<file path="src/rtl/fan_pkg.sv">
// Shared constants and helpers for the fan level manager and its ramp timer.
package fan_pkg;

   localparam int unsigned LEVEL_OFF           = 0;
   localparam int unsigned DEFAULT_NUM_LEVELS  = 4;
   localparam int unsigned DEFAULT_RAMP_CYCLES = 1000;

   // Limit a level to the currently allowed maximum.
   function automatic int unsigned clamp_level(input int unsigned lvl,
                                               input int unsigned maxl);
      return (lvl > maxl) ? maxl : lvl;
   endfunction

endpackage

</file>
<file path="src/rtl/fan_ramp_timer.sv">
// Ramp pacing counter: while enabled, emits a one-cycle step every RAMP_CYCLES cycles.
module fan_ramp_timer
   import fan_pkg::*;
#(
   parameter int unsigned RAMP_CYCLES = DEFAULT_RAMP_CYCLES
) (
   input  logic clk,
   input  logic rst_n,
   input  logic en_i,
   input  logic clr_i,
   output logic step_o
);

   localparam int unsigned CW   = (RAMP_CYCLES > 1) ? $clog2(RAMP_CYCLES) : 1;
   localparam logic [CW-1:0] LAST = CW'(RAMP_CYCLES - 1);

   logic [CW-1:0] cnt_q, cnt_d;

   // Combinational so the level register can step on the same edge the count expires.
   assign step_o = en_i && !clr_i && (cnt_q == LAST);

   always_comb begin
      cnt_d = '0;
      if (!clr_i && en_i && !step_o) begin
         cnt_d = cnt_q + CW'(1);
      end
   end

   always_ff @(posedge clk or negedge rst_n) begin
      if (!rst_n) begin
         cnt_q <= '0;
      end else begin
         cnt_q <= cnt_d;
      end
   end

endmodule

</file>
<file path="src/rtl/fan_level_manager.sv">
// Fan speed manager: button-driven target level with soft ramp of the applied level,
// low-battery capping and immediate battery-empty shutdown.
module fan_level_manager
   import fan_pkg::*;
#(
   parameter int unsigned NUM_LEVELS  = DEFAULT_NUM_LEVELS,
   parameter int unsigned LW          = $clog2(NUM_LEVELS),
   parameter int unsigned RAMP_CYCLES = DEFAULT_RAMP_CYCLES,
   parameter int unsigned LOW_CAP     = 1
) (
   input  logic          clk,
   input  logic          rst_n,
   input  logic          btn_up_press,
   input  logic          btn_down_press,
   input  logic          btn_off_press,
   input  logic          battery_empty,
   input  logic          battery_low,
   output logic [LW-1:0] target,
   output logic [LW-1:0] level,
   output logic          ramping
);

   logic [LW-1:0] target_q, target_d;
   logic [LW-1:0] level_q, level_d;
   logic          ramping_q, ramping_d;
   logic [LW-1:0] maxl_c;
   logic          step_c;

   assign maxl_c = battery_low ? LW'(LOW_CAP) : LW'(NUM_LEVELS - 1);

   fan_ramp_timer #(
      .RAMP_CYCLES (RAMP_CYCLES)
   ) u_ramp_timer (
      .clk    (clk),
      .rst_n  (rst_n),
      .en_i   (level_q != target_q),
      .clr_i  (battery_empty),
      .step_o (step_c)
   );

   // Target priority: empty > off > up+down > up > down > low-battery clamp.
   always_comb begin
      target_d  = target_q;
      level_d   = level_q;
      ramping_d = 1'b0;

      if (battery_empty || btn_off_press) begin
         target_d = LW'(LEVEL_OFF);
      end else if (btn_up_press && btn_down_press) begin
         target_d = target_q;
      end else if (btn_up_press) begin
         target_d = (target_q >= maxl_c) ? LW'(LEVEL_OFF) : target_q + LW'(1);
      end else if (btn_down_press) begin
         target_d = (target_q == LW'(LEVEL_OFF)) ? LW'(LEVEL_OFF) : target_q - LW'(1);
      end else begin
         target_d = LW'(clamp_level(32'(target_q), 32'(maxl_c)));
      end

      // Step direction uses the registered target, so a reversal takes effect on the next step.
      if (battery_empty) begin
         level_d = LW'(LEVEL_OFF);
      end else if (step_c) begin
         level_d = (level_q < target_q) ? level_q + LW'(1) : level_q - LW'(1);
      end

      ramping_d = (level_d != target_d);
   end

   always_ff @(posedge clk or negedge rst_n) begin
      if (!rst_n) begin
         target_q  <= '0;
         level_q   <= '0;
         ramping_q <= 1'b0;
      end else begin
         target_q  <= target_d;
         level_q   <= level_d;
         ramping_q <= ramping_d;
      end
   end

   assign target  = target_q;
   assign level   = level_q;
   assign ramping = ramping_q;

endmodule

</file>
<file path="config.mk">
export PLATFORM = sky130hd
export DESIGN_NAME = fan_level_manager
export DESIGN_NICKNAME = d
export VERILOG_FILES = /design/src/rtl/fan_pkg.sv /design/src/rtl/fan_ramp_timer.sv /design/src/rtl/fan_level_manager.sv
export SDC_FILE = /design/constraint.sdc
export NUM_CORES = 1
export LEC_CHECK = 0
export CAP_MARGIN = 20
export CORE_MARGIN = 2
export CORE_UTILIZATION = 57
export DETAILED_ROUTE_END_ITERATION = 6
export PLACE_DENSITY_LB_ADDON = 0.05
export SLEW_MARGIN = 20
export SYNTH_ARGS = -nofsm -noshare
export SYNTH_HDL_FRONTEND = slang
export SYNTH_HIERARCHICAL = 1
export SYNTH_SLANG_ARGS = --single-unit
</file>
<file path="constraint.sdc">
create_clock -name clk -period 6.2 [get_ports clk]
set_input_delay 0.62 -clock clk [delete_from_list [all_inputs] [get_ports clk]]
set_output_delay 0.62 -clock clk [all_outputs]
set_load 0.03 [all_outputs]
</file>
==> flow_metrics.py <==
metrics = {
    "die": {
        "fp.dieH_um": 44.71,
        "row_count": 14,
        "pin_count": 12,
        "die_area_sq_mm": 0.001999,
        "die_w_um": 44.71,
        "start_util_pct": 61.99,
        "core_sq_mm": 0.001524,
    },
    "worst_setup_path": {
        "ff2ff_path_depth": 10,
        "end_kind": "flop",
        "crit_required_ps": 6420,
        "rr_endpoint": "ramping",
        "worstPathArrival_ps": 2770,
        "worstSetupStartpointType": "flop",
        "r2r_slack_ps": 3650,
        "crit_fanout": 5,
        "crit_type": "flop to flop",
        "r2r-start": "u_ramp_timer/cnt_q[0]",
    },
    "power": {
        "power_leakage_nw": 0.4862,
        "p_int_mw": 0.1323,
        "peakVddDrop_mv": 0.1344,
        "powerDensity_mw_per_mm2": 160.9,
        "sequentialPowerShare_pct": 57.4,
        "power_frac_clock_pct": 30.9,
        "power_frac_comb_pct": 11.7,
        "switching_share_pct": 24.61,
        "p_switching_mw": 0.04320,
    },
    "yosys": {
        "synth_edf_count": 0,
        "synthesis.area_sq_um": 944.7,
        "synth_area_leaders": "dfrtp_1 40%, ha_1 7.9%, nor2_1 5.2%",
        "synth-async-reset-ratio_pct": 100.0,
        "synth_warnings": 6,
        "synth.ff_latch_count": 15,
        "synth_common_cells": "15 x dfrtp_1, 13 x nor2_1, 7 x nand3_1",
        "synth_cells": 95,
        "yosysSeqAreaShare_pct": 39.74,
        "synth_most_common_cell": "dfrtp_1",
        "synth_nets": 108,
        "yosysTopAreaCellShare_pct": 39.74,
        "synth_top_area_cell": "dfrtp_1",
        "ys.flop_type": "dfrtp_1",
        "syn_avg_cell_area_sq_um": 9.944,
        "synthDistinctLibCells": 38,
    },
    "run_status": {
        "status": "complete, no violations",
    },
    "run": {
        "maxCapViolCount": 0,
    },
    "timing": {
        "drv_slew": 0,
        "tightest_slew_ps": 677.3,
        "period_share_pct": 41.14,
        "finalClockSkew_ps": 2.018,
        "setup_violations": 0,
        "rsz0062_at_grt": "false",
        "max_freq_ghz": 0.3920,
        "period_needed_ps": 2551,
        "final.setup.tns_ps": 0,
        "hold_viol": 0,
        "relSlewSlack_pct": 54.71,
    },
    "route": {
        "antenna_left": 0,
        "drt_iter0_markers": 17,
        "viasPerCell": 5.896,
        "drcViolationCount": 0,
        "num_vias": 737,
        "firstDrtPassIters": 4,
        "drt_wl_total_um": 1821,
        "wire_per_inst_um": 14.57,
    },
    "min_path": {
        "hold_end": "u_ramp_timer/cnt_q[0]",
        "hold_class": "flop to flop",
        "hold_depth": 1,
        "min-delay-start": "u_ramp_timer/cnt_q[0]",
    },
    "global_route": {
        "grt_pass1_wl_um": 2994,
        "overflow": 0,
        "grt_use_total_pct": 21.19,
        "grt_pass1_vias": 706,
        "antenna_found_initial": 0,
        "grt_max_degree": 16,
    },
    "cts": {
        "cts_root_buffer": "clkbuf_4",
        "h-tree-depth": 1,
        "clk_pin_slew_ps": 90,
        "insertion_delay_ps": 280,
        "cts_buffer_depth": 2,
        "cts_made_buffers": 3,
        "hold_buffers": 0,
        "cts_tree": "built",
        "cts_resized": 0,
        "postCtsSetupRepairBufs": 0,
        "cts_num_sinks": 15,
    },
    "placement": {
        "port_buffers": 11,
        "gp_congestion": 0.8053,
        "place_hpwl_um": 1357,
    },
    "cells_and_area": {
        "layout-area-overhead-vs-synth_pct": 15.50,
        "fin_util_pct": 71.59,
        "n_antenna_cell": 0,
        "layout-drive-gt1-share_pct": 11.01,
        "nNetsFinal": 123,
    },
}
[power by group through the flow]
stage	Sequential, mW	Clock [mW]	Combinational, mW
final	0.101	0.0543	0.0206
after global routing	0.101	0.0622	0.0228
after CTS	0.101	0.0565	0.0207
after detailed placement	0.103	0	0.0207
after global placement	0.103	0	0.0204
after floorplan	0.104	0	0.00919
[per-layer routing]
metal  vias up  GRT usage, %  share of wire, %  wire (um)
li1        371             -                 -          -
met1       343         28.68                48        875
met2        21         32.75                47        849
met3         2         5.200               4.5         82
met4         0         8.485              0.71         13
met5         -             0                 0          0
[cell usage in the layout, fill, tap and decap left out, types with 2 or more instances in the layout]
cell / count
ha_1: 6
clkbuf_4: 3
and3_1: 4
nor2_1: 13
mux2i_1: 2
inv_1: 4
nand3_1: 7
clkdlybuf4s50_1: 11
o31a_1: 2
xnor2_1: 4
nand2_1: 5
dfrtp_1: 15
a21o_1: 2
nor2b_1: 3
xor2_1: 3
[critical path, stage by stage, from the launching register on]
cell	delay, ps
dfrtp_1	430
ha_1	260
nand2_2	100
nor4b_4	350
nand3_1	160
nor2_1	220
nand2_1	80
or3_1	330
a211o_1	330
a21o_1	190
nand3_2	60
[flip-flops by register name, summed over array words and instances (netlist names)]
register,cells
level,2
ramping,1
target,2
u_ramp_timer/cnt_q,10
[cell type report]
type                            count  area [sq um]
Tap cell                           16         20.02
Sequential cell                    15         375.4
Inverter                            5         18.77
Fill cell                         126         432.9
Clock buffer                        3         22.52
Timing Repair Buffer               11         110.1
Clock inverter                      1         5.005
Multi-Input combinational cell     74         539.3
[cells by family after synthesis]
family | count (synthesis) | share of synthesized area [%]
XOR/XNOR | 7 | 6.490
buffers and inverters | 6 | 3.178
AND/OR/NAND/NOR | 43 | 25.30
flip-flops | 15 | 39.74
AO/OA/AOI/OAI | 15 | 14.04
multiplexers | 3 | 3.311
adder cells (fa/ha/maj) | 6 | 7.947
[stage by stage]
stage	cells	area (sq um)	worst slack (ps)	power (mW)	hold WS (ps)
6_report	125	1091	3649	0.1755	523.6
5_1_grt	125	1091	3449	0.1860	563.3
2_1_floorplan	95	944.7	3897	0.1135	324.4
4_1_cts	125	1091	3651	0.1779	522.1
3_5_place_dp	121	1064	3602	0.1233	509.3
3_3_place_gp	121	1064	3638	0.1230	502.2
[worst max-delay path by stage]
stage / from / endpoint / slack [ps] / cells past startpoint
floorplan: target[1] / ramping / 3900 / 10
global placement: battery_empty / ramping / 3640 / 8
detailed placement: battery_empty / ramping / 3600 / 8
CTS: u_ramp_timer/cnt_q[0] / ramping / 3650 / 10
global route: u_ramp_timer/cnt_q[0] / ramping / 3450 / 10
finish: u_ramp_timer/cnt_q[0] / ramping / 3650 / 10
(Power assumes the default switching activity.)
